$ cat config.mk
export PLATFORM = sky130hd
export DESIGN_NAME = target_generator
export DESIGN_NICKNAME = d
export VERILOG_FILES = /design/src/rtl/snake_pkg.sv /design/src/rtl/lfsr_gen.sv /design/src/rtl/target_generator.sv
export SDC_FILE = /design/constraint.sdc
export NUM_CORES = 1
export LEC_CHECK = 0
export BUFFER_PORTS_ARGS = -buffer_cell sky130_fd_sc_hd__buf_2
export CORE_ASPECT_RATIO = 2
export CORE_MARGIN = 2
export CORE_UTILIZATION = 52
export DETAILED_ROUTE_END_ITERATION = 16
export HOLD_SLACK_MARGIN = 0.05
export PLACE_DENSITY = 0.78
export SYNTH_ARGS = -nofsm -noshare
export SYNTH_HDL_FRONTEND = slang
export SYNTH_SLANG_ARGS = --single-unit
$ cat constraint.sdc
create_clock -name CLK -period 2.9 [get_ports CLK]
set_input_delay 0.29 -clock CLK [delete_from_list [all_inputs] [get_ports CLK]]
set_output_delay 0.29 -clock CLK [all_outputs]
set_load 0.03 [all_outputs]
$ cat src/rtl/snake_pkg.sv
`default_nettype none
// ============================================================================
//  Module      : snake_pkg
//  Description : Shared constants for the snake game blocks: cell-grid
//                limits, master state encodings and the target generator's
//                FSM encoding.
//  Revision    : 1.0 - initial release
// ============================================================================
package snake_pkg;

    // Largest legal cell indices of the 160x120 gameplay grid
    localparam logic [7:0] MAX_X = 8'd159;
    localparam logic [6:0] MAX_Y = 7'd119;

    // Master state machine encodings
    localparam logic [1:0] MSM_IDLE = 2'b00;
    localparam logic [1:0] MSM_PLAY = 2'b01;
    localparam logic [1:0] MSM_WIN  = 2'b10;
    localparam logic [1:0] MSM_LOSE = 2'b11;

    // Target generator FSM
    typedef enum logic [0:0] {
        TG_IDLE   = 1'b0,
        TG_SEARCH = 1'b1
    } tg_state_t;

    // True when a cell coordinate lies inside the gameplay grid
    function automatic logic cell_in_range(input logic [7:0] x, input logic [6:0] y);
        return (x <= MAX_X) && (y <= MAX_Y);
    endfunction

endpackage
`default_nettype wire

$ cat src/rtl/lfsr_gen.sv
`default_nettype none
// ============================================================================
//  Module      : lfsr_gen
//  Description : Free-running Fibonacci LFSR. Shifts left every cycle with the
//                XOR of the tapped bits fed into bit 0. Reset loads SEED; the
//                register is never gated, so a non-zero SEED keeps it non-zero.
//  Revision    : 1.0 - initial release
// ============================================================================
module lfsr_gen #(
    parameter int               WIDTH = 8,
    parameter logic [WIDTH-1:0] TAPS  = 8'hB8,
    parameter logic [WIDTH-1:0] SEED  = 8'hA5
) (
    input  logic             CLK,
    input  logic             RESET,
    output logic [WIDTH-1:0] Q
);

    logic [WIDTH-1:0] r_q;
    logic             w_fb;

    // TAPS is a bit mask: bit (n-1) set means tap n participates in feedback
    assign w_fb = ^(r_q & TAPS);

    // Shift register: seed on reset, advance unconditionally otherwise
    always_ff @(posedge CLK) begin
        if (RESET) begin
            r_q <= SEED;
        end else begin
            r_q <= {r_q[WIDTH-2:0], w_fb};
        end
    end

    assign Q = r_q;

endmodule
`default_nettype wire

$ cat src/rtl/target_generator.sv
`default_nettype none
// ============================================================================
//  Module      : target_generator
//  Description : Holds the red target cell position. On a rising edge of
//                TARGET_REACHED during play it searches the two LFSR streams
//                for an in-range cell different from the current target,
//                commits it and pulses NEW_TARGET. A 00->01 master state
//                transition reloads the initial target position.
//  Options     : AVOID_HEAD_EN - when defined, candidates equal to the snake
//                head position (HEAD_X, HEAD_Y) are also rejected.
//  Revision    : 1.0 - initial release
// ============================================================================
module target_generator
    import snake_pkg::*;
#(
    parameter logic [7:0] INIT_X = 8'd40,
    parameter logic [6:0] INIT_Y = 7'd30,
    parameter logic [7:0] SEED_X = 8'hA5,
    parameter logic [6:0] SEED_Y = 7'h2B
) (
    input  logic       CLK,
    input  logic       RESET,
    input  logic [1:0] MSM_STATE,
    input  logic       TARGET_REACHED,
    input  logic [7:0] HEAD_X,
    input  logic [6:0] HEAD_Y,
    output logic [7:0] TARGET_ADDR_H,
    output logic [6:0] TARGET_ADDR_V,
    output logic       NEW_TARGET,
    output logic       BUSY
);

    // Tap masks: X uses taps 8,6,5,4; Y uses taps 7,6 (both maximal length)
    localparam logic [7:0] c_taps_x = 8'hB8;
    localparam logic [6:0] c_taps_y = 7'h60;

    tg_state_t  r_state;
    tg_state_t  w_state_next;

    logic       r_reached;
    logic [1:0] r_msm_prev;
    logic [7:0] r_tgt_h;
    logic [6:0] r_tgt_v;
    logic       r_new_target;

    logic [7:0] w_cand_x;
    logic [6:0] w_cand_y;
    logic       w_rise;
    logic       w_playing;
    logic       w_new_game;
    logic       w_cand_valid;
    logic       w_commit;

    lfsr_gen #(
        .WIDTH (8),
        .TAPS  (c_taps_x),
        .SEED  (SEED_X)
    ) u_lfsr_x (
        .CLK   (CLK),
        .RESET (RESET),
        .Q     (w_cand_x)
    );

    lfsr_gen #(
        .WIDTH (7),
        .TAPS  (c_taps_y),
        .SEED  (SEED_Y)
    ) u_lfsr_y (
        .CLK   (CLK),
        .RESET (RESET),
        .Q     (w_cand_y)
    );

    assign w_rise     = TARGET_REACHED & ~r_reached;
    assign w_playing  = (MSM_STATE == MSM_PLAY);
    assign w_new_game = (r_msm_prev == MSM_IDLE) && w_playing;

`ifdef AVOID_HEAD_EN
    // Also refuse to spawn the target underneath the snake head
    assign w_cand_valid = cell_in_range(w_cand_x, w_cand_y)
                       && !((w_cand_x == r_tgt_h) && (w_cand_y == r_tgt_v))
                       && !((w_cand_x == HEAD_X) && (w_cand_y == HEAD_Y));
`else
    logic w_head_unused;
    assign w_head_unused = ^{HEAD_X, HEAD_Y};

    assign w_cand_valid = cell_in_range(w_cand_x, w_cand_y)
                       && !((w_cand_x == r_tgt_h) && (w_cand_y == r_tgt_v));
`endif

    // State register
    always_ff @(posedge CLK) begin
        if (RESET) begin
            r_state <= TG_IDLE;
        end else begin
            r_state <= w_state_next;
        end
    end

    // Next-state logic: start on a qualified rise, abort when play ends,
    // otherwise keep retrying until the LFSRs present a valid cell
    always_comb begin
        w_state_next = r_state;
        w_commit     = 1'b0;
        case (r_state)
            TG_IDLE: begin
                if (w_rise && w_playing) begin
                    w_state_next = TG_SEARCH;
                end
            end
            TG_SEARCH: begin
                if (!w_playing) begin
                    w_state_next = TG_IDLE;
                end else if (w_cand_valid) begin
                    w_commit     = 1'b1;
                    w_state_next = TG_IDLE;
                end
            end
            default: begin
                w_state_next = TG_IDLE;
            end
        endcase
    end

    // Edge detector, master-state history, target registers and pulse.
    // A new game cannot coincide with a commit (SEARCH implies the previous
    // master state was already PLAY), so the reload simply takes priority.
    always_ff @(posedge CLK) begin
        if (RESET) begin
            r_reached    <= 1'b0;
            r_msm_prev   <= MSM_IDLE;
            r_tgt_h      <= INIT_X;
            r_tgt_v      <= INIT_Y;
            r_new_target <= 1'b0;
        end else begin
            r_reached    <= TARGET_REACHED;
            r_msm_prev   <= MSM_STATE;
            r_new_target <= w_commit;
            if (w_new_game) begin
                r_tgt_h <= INIT_X;
                r_tgt_v <= INIT_Y;
            end else if (w_commit) begin
                r_tgt_h <= w_cand_x;
                r_tgt_v <= w_cand_y;
            end
        end
    end

    assign TARGET_ADDR_H = r_tgt_h;
    assign TARGET_ADDR_V = r_tgt_v;
    assign NEW_TARGET    = r_new_target;
    assign BUSY          = (r_state == TG_SEARCH);

endmodule
`default_nettype wire

Yosys cells after proc, flatten, opt, wreduce, memory -nomap -nowiden --
Cells that the tools add are included.
Word-level totals: flip-flop bits (word level) 35, latch bits 0, RAM bits 0, ROM bits 0, output and inout port bits 17, logic and storage cells 33, memories 0
Operators by class: $add $sub $neg 0, multipliers 0, div/mod/pow operators 0, magnitude comparators 2, eq/ne operators 3, shifts and indexed selects 0, multiplexer cells 7, bitwise gates (word level) 3, reductions and logical operators 10
Operators with widths (number):
- equality test 8 bit | 1
- <= comparator 8 bit (second input constant) | 1
- parity 8 bit | 1
- equality test 7 bit | 1
- <= comparator 7 bit (second input constant) | 1
- parity 7 bit | 1
- two-way mux 1 bit | 6
- logical AND 1 bit | 5
- equality test 2 x 1 -> 1 bit (second input constant) | 1
- logical NOT 2 bit | 1
- NOT 1 bit | 2
- case mux 1 bit (2 select lines) | 1
- OR reduction 2 bit | 1
- bitwise AND 1 bit | 1
- logical NOT 1 bit | 1

Logic depth before layout (Yosys ltp) --
Gate-level depths: netlist (run 1).
depth after elaboration 7, mapped depth 8, depth with buffers taken out 7

Cells and area by module --
A second synthesis (run 1) with hierarchy kept.
Second synthesis, totals: cells, all modules 139, area, all modules 1401.3 um^2
Modules (own cells, without submodules):
- target_generator | times used 1, cells an instance 105, area an instance 972.2 um^2, sequential area each 400.4 um^2
- lfsr_gen at u_lfsr_x | times used 1, cells an instance 19, area an instance 236.5 um^2, sequential area each 160.2 um^2
- lfsr_gen at u_lfsr_y | times used 1, cells an instance 15, area an instance 192.7 um^2, sequential area each 140.1 um^2

Least setup slack after synthesis (run 1) --
Ideal clock, no wire load.
path kind reg2reg, start reg r_tgt_v[3] (netlist: TARGET_ADDR_V[3]), end reg r_tgt_h[0] (netlist: TARGET_ADDR_H[0]), setup time 0.072 ns, arrival 1.590 ns, data required time 2.828 ns, path slack 1.239 ns, cell stages (with the launch flop) 7, buffers on the path 1, clock period less this slack 1.661 ns, cells stage by stage dfxtp_1 -> xor2_1 -> nor4_2 -> nand4_1 -> nand3_4 -> buf_12 -> mux2i_1
Between the ends: cells in the longest elaborated chain, start to end 7
Ends and longest elaborated chain:
- start, declared | RTL line target_generator.sv:43 | logic [6:0] r_tgt_v;
- start signal, assigned | RTL line target_generator.sv:144 | r_tgt_v <= w_cand_y;
- equality test 7 bit | RTL line target_generator.sv:88 | && !((w_cand_x == r_tgt_h) && (w_cand_y == r_tgt_v));
- logical AND 1 bit | RTL line target_generator.sv:88
- logical NOT 1 bit | RTL line target_generator.sv:88
- logical AND 1 bit | RTL line target_generator.sv:88
- two-way mux 1 bit | RTL line target_generator.sv:114 | end else if (w_cand_valid) begin
- two-way mux 1 bit | RTL line target_generator.sv:112 | if (!w_playing) begin
- two-way mux 1 bit | RTL line target_generator.sv:105 | case (r_state)
- end signal, assigned | RTL line target_generator.sv:143 | r_tgt_h <= w_cand_x;
- end, declared | RTL line target_generator.sv:42 | logic [7:0] r_tgt_h;
Every way passes these cells. A chain may end at the register's enable or synchronous reset.

Final worst setup path (run 1) --
start reg u_lfsr_y.r_q[3] (netlist: u_lfsr_y.Q[3]), end reg r_tgt_h[4] (netlist: TARGET_ADDR_H[4])
Between the ends: cells in the longest elaborated chain, start to end 7, elaborated cells on any way between the ends 9, those cells by class order compare (1); eq/ne (1); mux (3); reduce/logical (4)
Ends and longest elaborated chain:
- start, declared | RTL line lfsr_gen.sv:19 | logic [WIDTH-1:0] r_q;
- start signal, assigned | RTL line lfsr_gen.sv:30 | r_q <= {r_q[WIDTH-2:0], w_fb};
- parallel branches: the longest is 3 deep, another holds <= comparator 7 bit
- logical AND 1 bit * | RTL line target_generator.sv:88
- two-way mux 1 bit * | RTL line target_generator.sv:114
- two-way mux 1 bit * | RTL line target_generator.sv:112
- two-way mux 1 bit * | RTL line target_generator.sv:105
Mark *: on every way between the ends.

==> results_dict.tcl, run 1 <==
set metrics [dict create \
    rsz0062_at_grt "no" \
    grt_max_degree 23 \
    syn_area_um2 1480 \
    reg2reg_to "TARGET_ADDR_H[4]$_SDFFE_PP0P_" \
    p_total_mw 0.991 \
    final_common_cell "dfxtp_1" \
    rows 27 \
    cts_resized 0 \
    worst_setup_path_start_kind "flop" \
    placed_area_um2 1590 \
    post_drt_wl_per_cell_um 14.3 \
    cellLeakagePower_nw 0.796 \
    outcome "completed" \
    cts.sinks 35 \
    synth_cells 146 \
    peakVddDrop_mv 0.391 \
    skew_ps 6.44 \
    switching_share 0.237 \
    ff_latch_area_um2 701 \
    stdcell_area_um2 1690 \
    drt_wl_total_mm 2.85 \
    most-common-layout-cells "35 x dfxtp_1, 21 x buf_2, 19 x nand2_1" \
    dp.cells 191 \
    cts_tree "built" \
    grt_pass1_vias 1097 \
    synth_area_per_cell_um2 10.1 \
    ios 37 \
    yosysSeqAreaShare 0.473 \
    postCtsSetupBuffers 0 \
    antenna_found_initial 0 \
    period_share 0.610 \
    fp.dieH_um 79.5 \
    die_x_um 41.7 \
    first_pass_iters 2 \
    relSlewSlack 0.442 \
    setup_tns_ps 0 \
    yosysUniqueCellTypes 30 \
    ys_seq_elements 35 \
    yosys.area.top_type "dfxtp_1" \
    syn_nets 168 \
    insertion_delay_ps 290 \
    io_buffers 21 \
    grt_overflow 0 \
    synth.top_cell.area_share 0.473 \
    drv_slew 0 \
    holdBufCountCts 0 \
    worst_ep_arrival_time_ps 1980 \
    power.density_nw_per_um2 587 \
    layout-drive-gt1-share 0.241 \
    hold_violations 0 \
    drc 0 \
    p_int_mw 0.756 \
    grt_usage 0.195 \
    clk_path_buf_depth 2 \
    clock-root-buffer "clkbuf_8" \
    die-area_um2 3320 \
    ff2ff_path_depth 5 \
    post-route-util 0.617 \
    path_max_fanout 15 \
    drt_iter0_drc 9 \
    fin_ws_ps 1130 \
    cts_buffers 5 \
    detail-route-antenna-nets 0 \
    r2r_start "u_lfsr_y.Q[3]$_SDFF_PP1_" \
    synth.area.top_cells "dfxtp_1 47%, mux2i_1 10%, xor2_1 8.9%, nand2_1 4.8%, nor2b_1 3.8%" \
    cp-end-kind "flop" \
    htreeDepth 2 \
    hp-class "in2reg" \
    routed_via_density 5.33 \
    required_ps 3110 \
    power_frac_seq 0.530 \
    worst_pin_slew_ps 837 \
    crit_start "u_lfsr_y.Q[3]$_SDFF_PP1_" \
    num_vias 1060 \
    clock.fmax_ghz 0.566 \
    stdcell_count 199 \
    antenna_cells 0 \
    power_frac_comb 0.083 \
    grt_pass1_wl_mm 4.82 \
    fillers 245 \
    core-area_um2 2740 \
    power_switching_mw 0.235 \
    crit_type "reg2reg" \
    start_util 0.541 \
    hold-worst-slack_ps 234 \
    gp_congestion 0.779 \
    multi_input_area_um2 738 \
    finalSetupViolations 0 \
    ys_warn_count 0 \
    cap_violations 0 \
    endpoint "TARGET_ADDR_H[4]$_SDFFE_PP0P_" \
    hpwl_mm 2.10 \
    power.share.clock 0.387 \
    dp_slack_ps 1100 \
    nets 191 \
    rrSetupSlack_ps 1130 \
    clk_pin_slew_ps 70 \
    fin_crit_ps 1770 \
    synthToLayoutAreaGrowth_pct 13.9 \
]
==> state kept, by name, indices dropped and copies added, names as in the netlist <==
signal,count
BUSY,1
NEW_TARGET,1
TARGET_ADDR_H,8
TARGET_ADDR_V,7
r_msm_prev,2
r_reached,1
u_lfsr_x.Q,8
u_lfsr_y.Q,7
==> synth_stat cells (all sizes together) <==
cell type and instances:
a2111oi 1, or2 7, dfxtp 35, nor3 2, a41oi 1, nand3b 1, nor2b 9, nand3 2
ha 2, nand2 19, nor4 3, nand4b 1, a2bb2oi 1, mux2i 15, nand4 1, a31o 1
o21ai 1, a21oi 2, inv 2, and2b 1, a21o 1, nor2 14, xnor2 2, xor2 15
buf 1, clkbuf 4, nand2b 2
==> layer usage <==
metal / global-route usage / up-vias / part of all wire
li1: - / 525 / -
met1: 0.195 / 504 / 0.38
met2: 0.345 / 20 / 0.54
met3: 0.0543 / 11 / 0.031
met4: 0.123 / 0 / 0.043
met5: 0 / - / 0
==> critical path, stage by stage (launching register included) <==
cell and delay, ps:
dfxtp_1 420, xor2_1 130, nor4_2 280, nand4_1 280, nand3_4 360, mux2i_1 230
==> power groups by stage <==
stage,Combinational [mW],Sequential (mW),Clock [mW]
4_1_cts,0.0838,0.525,0.393
3_5_place_dp,0.0832,0.536,0
3_3_place_gp,0.0793,0.535,0
2_1_floorplan,0.0638,0.532,0
5_1_grt,0.0926,0.528,0.412
6_report,0.0826,0.525,0.383
==> cell type report <==
| cell class | instances | share of cell area |
|---|---|---|
| timing repair buffer | 21 | 0.0623 |
| multi-input combinational | 104 | 0.437 |
| clock buffer | 8 | 0.0593 |
| inverter | 2 | 0.00445 |
| tap | 29 | 0.0215 |
| sequential | 35 | 0.415 |
==> kinds of logic (layout without fill, tap and decap cells) <==
group / count (synthesis) / count (layout) / share of synthesized area
flops: 35 / 35 / 0.473
mux: 15 / 15 / 0.101
compound gates: 8 / 8 / 0.0549
xor+xnor: 17 / 17 / 0.101
buf+inv: 7 / 31 / 0.0287
fa+ha+maj: 2 / 2 / 0.0169
simple gates: 62 / 62 / 0.225
==> how the worst min path moves through the flow <==
stage,startpoint,to,cells past startpoint
6_report,MSM_STATE[1],r_msm_prev[1]$_SDFF_PP0_,2
5_1_grt,MSM_STATE[1],r_msm_prev[1]$_SDFF_PP0_,2
4_1_cts,MSM_STATE[1],r_msm_prev[1]$_SDFF_PP0_,2
3_5_place_dp,TARGET_ADDR_H[6]$_SDFFE_PP0P_,TARGET_ADDR_H[6]$_SDFFE_PP0P_,2
3_3_place_gp,TARGET_ADDR_V[0]$_SDFFE_PP0P_,TARGET_ADDR_V[0]$_SDFFE_PP0P_,2
2_1_floorplan,MSM_STATE[0],r_msm_prev[0]$_SDFF_PP0_,1
(Power assumes the default switching activity.)
==> inputs of run 2 (changes only) <==
--- a/config.mk
+++ b/config.mk
@@ -5,13 +5,14 @@
 export SDC_FILE = /design/constraint.sdc
 export NUM_CORES = 1
 export LEC_CHECK = 0
+export ABC_AREA = 1
 export BUFFER_PORTS_ARGS = -buffer_cell sky130_fd_sc_hd__buf_2
 export CORE_ASPECT_RATIO = 2
 export CORE_MARGIN = 2
 export CORE_UTILIZATION = 52
 export DETAILED_ROUTE_END_ITERATION = 16
 export HOLD_SLACK_MARGIN = 0.05
-export PLACE_DENSITY = 0.78
+export PLACE_DENSITY = 0.77
 export SYNTH_ARGS = -nofsm -noshare
 export SYNTH_HDL_FRONTEND = slang
 export SYNTH_SLANG_ARGS = --single-unit
==> constraint.sdc (replaced) <==
create_clock -name CLK -period 1.86 [get_ports CLK]
set_input_delay 0.186 -clock CLK [delete_from_list [all_inputs] [get_ports CLK]]
set_output_delay 0.186 -clock CLK [all_outputs]
set_load 0.03 [all_outputs]
==> run 2 against run 1 <==
  * Clock power rose by 38%
  * Synthesized cell count rose by 65%
  * Flip-flop and latch count unchanged
  * Core utilization increased by 0.96 points
  * Sequential share of layout area fell by 4.0 points
  * Non-clock buffer count rose by 4
  * Largest power group unchanged
  * Final cell count rose by 50%
  * Global-route usage is 0.46 points higher
  * Via count increased by 42%
  * Die area increased by 9.5%
  * Synthesized area is 10% higher
  * Total power increased by 51%
==> results_dict.tcl, run 2 <==
set metrics [dict create \
    grt_pass1_vias 1349 \
    synth_area_per_cell_um2 6.78 \
    p_total_mw 1.49 \
    synth-edff-count 0 \
    crit_type "reg2reg" \
    cp-end-kind "flop" \
    clk_path_buf_depth 2 \
    grt_usage 0.200 \
    required_ps 2020 \
    fin_ws_ps 124 \
    rows 28 \
    num_vias 1506 \
    power_frac_seq 0.541 \
    cellLeakagePower_nw 1.02 \
    clock-root-buffer "clkbuf_8" \
    fp.dieH_um 83.2 \
    routed_via_density 5.04 \
    die_x_um 43.6 \
    drt_iter0_drc 34 \
    yosys_most_used_dff "dfxtp_1" \
    drc 0 \
    relSlewSlack 0.659 \
    hold_violations 0 \
    clock.fmax_ghz 0.576 \
    peakVddDrop_mv 0.538 \
    fin_crit_ps 1740 \
    power_frac_comb 0.104 \
    start_util 0.548 \
    syn_area_um2 1630 \
    critPathMostFrequentCell "nand2_1" \
    crit_path_top_delay_cell "dfxtp_1" \
    final_common_cell "nand2_1" \
    antenna_found_initial 0 \
    rsz0062_at_grt "no" \
    setup_tns_ps 0 \
    cts_tree "built" \
    cp_cell_sequence "inv_1, ha_1, nand2_1, nor2_1, nand2_1, nand2_1, nand2_2, nor2_8, nand3_2, nand2_1, nand3_1" \
    yosys.area.top_type "dfxtp_1" \
    post_drt_wl_per_cell_um 11.8 \
    worst_ep_arrival_time_ps 1900 \
    path_max_fanout 9 \
    antenna_cells 0 \
    yosys-top-cells-count "80 x nand2_1, 40 x inv_1, 35 x dfxtp_1, 32 x nor2_1, 15 x nand4_1" \
    placed_area_um2 1770 \
    hpwl_mm 2.45 \
    yosysMostFrequentCell "nand2_1" \
    cts_buffers 5 \
    gp_congestion 0.847 \
    power_switching_mw 0.394 \
    most-common-layout-cells "80 x nand2_1, 40 x inv_1, 35 x dfxtp_1" \
    worst_setup_path_start_kind "flop" \
    switching_share 0.264 \
    skew_ps 7.51 \
    worst_pin_slew_ps 511 \
    grt_pass1_wl_mm 5.54 \
    die-area_um2 3630 \
    first_pass_iters 4 \
    clk_pin_slew_ps 70 \
    power.share.clock 0.355 \
    stdcell_count 299 \
    dp.cells 290 \
    ys_warn_count 0 \
    synth.area.top_cells "dfxtp_1 43%, nand2_1 18%, inv_1 9.2%, nor2_1 7.4%, nand4_1 5.7%" \
    p_int_mw 1.10 \
    io_buffers 21 \
    synthToLayoutAreaGrowth_pct 14.3 \
    stdcell_area_um2 1870 \
    grt_overflow 0 \
    insertion_delay_ps 290 \
    syn_nets 263 \
    finalSetupViolations 0 \
    cts.sinks 35 \
    detail-route-antenna-nets 0 \
    power.density_nw_per_um2 800 \
    drt_wl_total_mm 3.52 \
    yosysSeqAreaShare 0.429 \
    async_flop_share 0 \
    layout-drive-gt1-share 0.182 \
    core-area_um2 2980 \
    grt_max_degree 17 \
    cap_violations 0 \
    dp_slack_ps 147 \
    synth.top_cell.area_share 0.429 \
    ios 37 \
    ys_seq_elements 35 \
    critPathMaxStageDelay_ps 330 \
    nets 290 \
    yosysUniqueCellTypes 21 \
    hp-class "in2reg" \
    post-route-util 0.626 \
    period_share 0.933 \
    synth_cells 241 \
    htreeDepth 2 \
    drv_slew 0 \
    hold-worst-slack_ps 123 \
    outcome "completed" \
]
-- run 2: cell count changes in the layout (fill, tap and decap cells not counted), sizes merged, moves of 3 or more --
cell,previous run,this run
buf,21,25
inv,2,43
mux2i,15,0
nand2,19,85
nand3,2,11
nand4,1,15
nor2,14,37
nor2b,9,0
nor4,3,0
or2,7,2
xor2,15,0
-- run 2: per-layer routing --
metal | share of wire | GRT usage | vias up | routed length [um]
li1 | - | - | 784 | -
met1 | 0.43 | 0.223 | 686 | 1500
met2 | 0.52 | 0.332 | 29 | 1830
met3 | 0.034 | 0.0435 | 7 | 119
met4 | 0.020 | 0.113 | 0 | 72
met5 | 0 | 0 | - | 0
-- run 2: power groups by stage --
| stage | Combinational, mW | Clock (mW) | Sequential (mW) |
|---|---|---|---|
| after global placement | 0.151 | 0 | 0.824 |
| final | 0.155 | 0.529 | 0.808 |
| after floorplan | 0.111 | 0 | 0.823 |
| after global routing | 0.179 | 0.570 | 0.811 |
| after detailed placement | 0.154 | 0 | 0.824 |
| after CTS | 0.155 | 0.541 | 0.807 |
-- run 2: path summary, 6_finish.rpt --
| kind | from | endpoint | slack [ps] | depth (start not counted) |
|---|---|---|---|---|
| worst max-delay path | u_lfsr_x.Q[5]$_SDFF_PP1_ | TARGET_ADDR_H[5]$_SDFFE_PP1P_ | 120 | 11 |
| worst min-delay path | MSM_STATE[1] | r_msm_prev[1]$_SDFF_PP0_ | 120 | 3 |
| worst max register to register | u_lfsr_x.Q[5]$_SDFF_PP1_ | TARGET_ADDR_H[5]$_SDFFE_PP1P_ | 120 | 11 |
| worst min register to register | u_lfsr_y.Q[1]$_SDFF_PP1_ | u_lfsr_y.Q[2]$_SDFF_PP0_ | 490 | 2 |
-- run 2: cell type report --
| type | instances | area, um^2 |
|---|---|---|
| clock buffers | 7 | 76.3 |
| clock inverters | 1 | 5.00 |
| fillers | 287 | 1110 |
| inverters | 43 | 161 |
| multi-input cells | 158 | 746 |
| flip-flops and latches | 35 | 701 |
| well taps | 30 | 37.5 |
| repair buffers | 25 | 139 |
-- run 2: repair_timing --
action / CTS / global route
hold buffers: 0 / 0
setup buffers: 0 / 0
gates resized for setup: 0 / 1
endpoints found under the setup margin: 0 / 2
-- run 2: critical path: cells and delay by family, from the launching register on --
family / cells / cell delay [ps]
simple gates: 9 / 1010
flops: 1 / 330
fa+ha+maj: 1 / 160
buf+inv: 1 / 110
-- run 2: logic make-up after synthesis --
logic type,after synthesis,share of synthesized area
adder cells (fa/ha/maj),2,0.0153
buffers and inverters,49,0.120
flip-flops,35,0.429
AND/OR/NAND/NOR,149,0.408
AO/OA/AOI/OAI,4,0.0169
XOR/XNOR,2,0.0107
==> inputs of run 3 (changes only) <==
--- a/config.mk
+++ b/config.mk
@@ -5,11 +5,10 @@
 export SDC_FILE = /design/constraint.sdc
 export NUM_CORES = 1
 export LEC_CHECK = 0
-export ABC_AREA = 1
 export BUFFER_PORTS_ARGS = -buffer_cell sky130_fd_sc_hd__buf_2
 export CORE_ASPECT_RATIO = 2
 export CORE_MARGIN = 2
-export CORE_UTILIZATION = 52
+export CORE_UTILIZATION = 51
 export DETAILED_ROUTE_END_ITERATION = 16
 export HOLD_SLACK_MARGIN = 0.05
 export PLACE_DENSITY = 0.77
==> run 3 against run 2 <==
  * Via count down 26%
  * Critical path depth is 5 lower
  * Non-clock buffer count up 2
  * Flip-flop and latch count did not move
  * Register-to-register slack about the same
  * Maximum frequency up 0.23%
  * Clock power rose by 32%
  * First-iteration DRC count fell by 71%
  * Critical path type unchanged
  * Highest routed layer unchanged
==> results_dict.tcl, run 3 (synthesized netlist as in run 1, its figures left out) <==
set metrics [dict create \
    rows 27 \
    cts_buffers 5 \
    num_vias 1107 \
    crit_type "reg2reg" \
    cp_cell_sequence "xor2_1, nor4_2, nand4_1, nand3_4, buf_4, mux2i_1" \
    fin_crit_ps 1730 \
    first_pass_iters 3 \
    core-area_um2 2770 \
    hpwl_mm 2.14 \
    clk_path_buf_depth 2 \
    setup_tns_ps 0 \
    cts_tree "built" \
    critPathBufInv 1 \
    gp_congestion 0.769 \
    most-common-layout-cells "35 x dfxtp_1, 21 x buf_2, 19 x nand2_1" \
    drt_iter0_drc 10 \
    insertion_delay_ps 290 \
    cp-end-kind "flop" \
    placed_area_um2 1600 \
    clock.fmax_ghz 0.577 \
    r2r_start "u_lfsr_x.Q[6]$_SDFF_PP0_" \
    drv_slew 0 \
    cts_resized 0 \
    skew_ps 9.10 \
    post_drt_wl_per_cell_um 14.0 \
    rsz0062_at_grt "no" \
    crit_path_top_delay_cell "dfxtp_1" \
    layout-drive-gt1-share 0.273 \
    routed_via_density 5.40 \
    fillers 240 \
    worst_setup_path_start_kind "flop" \
    ff2ff_path_depth 6 \
    clk_pin_slew_ps 70 \
    io_buffers 21 \
    ios 37 \
    cellLeakagePower_nw 0.838 \
    die-area_um2 3380 \
    hold-worst-slack_ps 137 \
    grt_pass1_wl_mm 4.85 \
    critPathMaxStageDelay_ps 340 \
    grt_pass1_vias 1111 \
    cap_violations 0 \
    holdBufCountCts 0 \
    min_path_cells 2 \
    crit_start "u_lfsr_x.Q[6]$_SDFF_PP0_" \
    htreeDepth 2 \
    antenna_cells 0 \
    drt_wl_total_mm 2.87 \
    p_total_mw 1.65 \
    fp.dieH_um 80.2 \
    clock-root-buffer "clkbuf_8" \
    start_util 0.535 \
    relSlewSlack 0.501 \
    hp-class "in2reg" \
    peakVddDrop_mv 0.728 \
    synthToLayoutAreaGrowth_pct 19.0 \
    worst_ep_arrival_time_ps 1950 \
    grt_max_degree 23 \
    stdcell_area_um2 1760 \
    period_share 0.931 \
    cts.sinks 35 \
    crit_family "simple AND/OR/NAND/NOR gates" \
    finalSetupViolations 0 \
    power.density_nw_per_um2 934 \
    post-route-util 0.636 \
    drc 0 \
    detail-route-antenna-nets 0 \
    required_ps 2070 \
    outcome "completed" \
    dp_slack_ps 72.2 \
    grt_overflow 0 \
    worstHoldEndpoint "r_reached$_SDFF_PP0_" \
    fin_ws_ps 128 \
    dp.cells 192 \
    min_from "TARGET_REACHED" \
    rrSetupSlack_ps 130 \
    antenna_found_initial 0 \
    hold_violations 0 \
    final_common_cell "dfxtp_1" \
    grt_usage 0.196 \
    stdcell_count 205 \
    worst_pin_slew_ps 748 \
    die_x_um 42.1 \
    path_max_fanout 5 \
    reg2reg_to "TARGET_ADDR_V[3]$_SDFFE_PP1P_" \
    nets 197 \
]
==> run 3: cell count changes in the layout (fill, tap and decap cells not counted), moves of 8 or more <==
cell / delta
nor2b_1: +9
nand2_1: -61
xor2_1: +15
nand3_1: -8
inv_1: -38
nor2_1: -18
nand4_1: -14
mux2i_1: +15
==> run 3: how the worst max path moves through the flow <==
stage,to,depth (start not counted)
detailed placement,TARGET_ADDR_V[4]$_SDFFE_PP1P_,5
floorplan,TARGET_ADDR_H[0]$_SDFFE_PP0P_,6
global placement,TARGET_ADDR_H[5]$_SDFFE_PP1P_,5
finish,TARGET_ADDR_V[3]$_SDFFE_PP1P_,6
global route,TARGET_ADDR_V[3]$_SDFFE_PP1P_,6
CTS,TARGET_ADDR_V[4]$_SDFFE_PP1P_,5
==> run 3: final cells by class <==
cell class | count | area (um^2) | share of cell area
clock inverter | 2 | 35.0 | 0.0199
inverter | 2 | 7.51 | 0.00426
multi-input combinational | 104 | 738 | 0.419
timing repair buffer | 27 | 163 | 0.0923
sequential | 35 | 701 | 0.397
tap | 29 | 36.3 | 0.0206
clock buffer | 6 | 82.6 | 0.0468
==> run 3: power by group <==
part | switching (mW) | internal, mW | total [mW]
sequential | 0.0368 | 0.782 | 0.819
combinational | 0.0694 | 0.0615 | 0.131
clock | 0.263 | 0.433 | 0.697
total | 0.370 | 1.28 | 1.65
==> run 3: what timing repair did <==
item	in CTS	in global routing
endpoints found under the hold margin	0	0
buffers inserted	0	5
setup endpoints to repair	0	15
==> run 3: per-layer routing <==
metal | global-route usage | wire length [um]
met2 | 0.355 | 1620
met1 | 0.181 | 1040
met3 | 0.0539 | 83
met5 | 0 | 0
met4 | 0.144 | 125
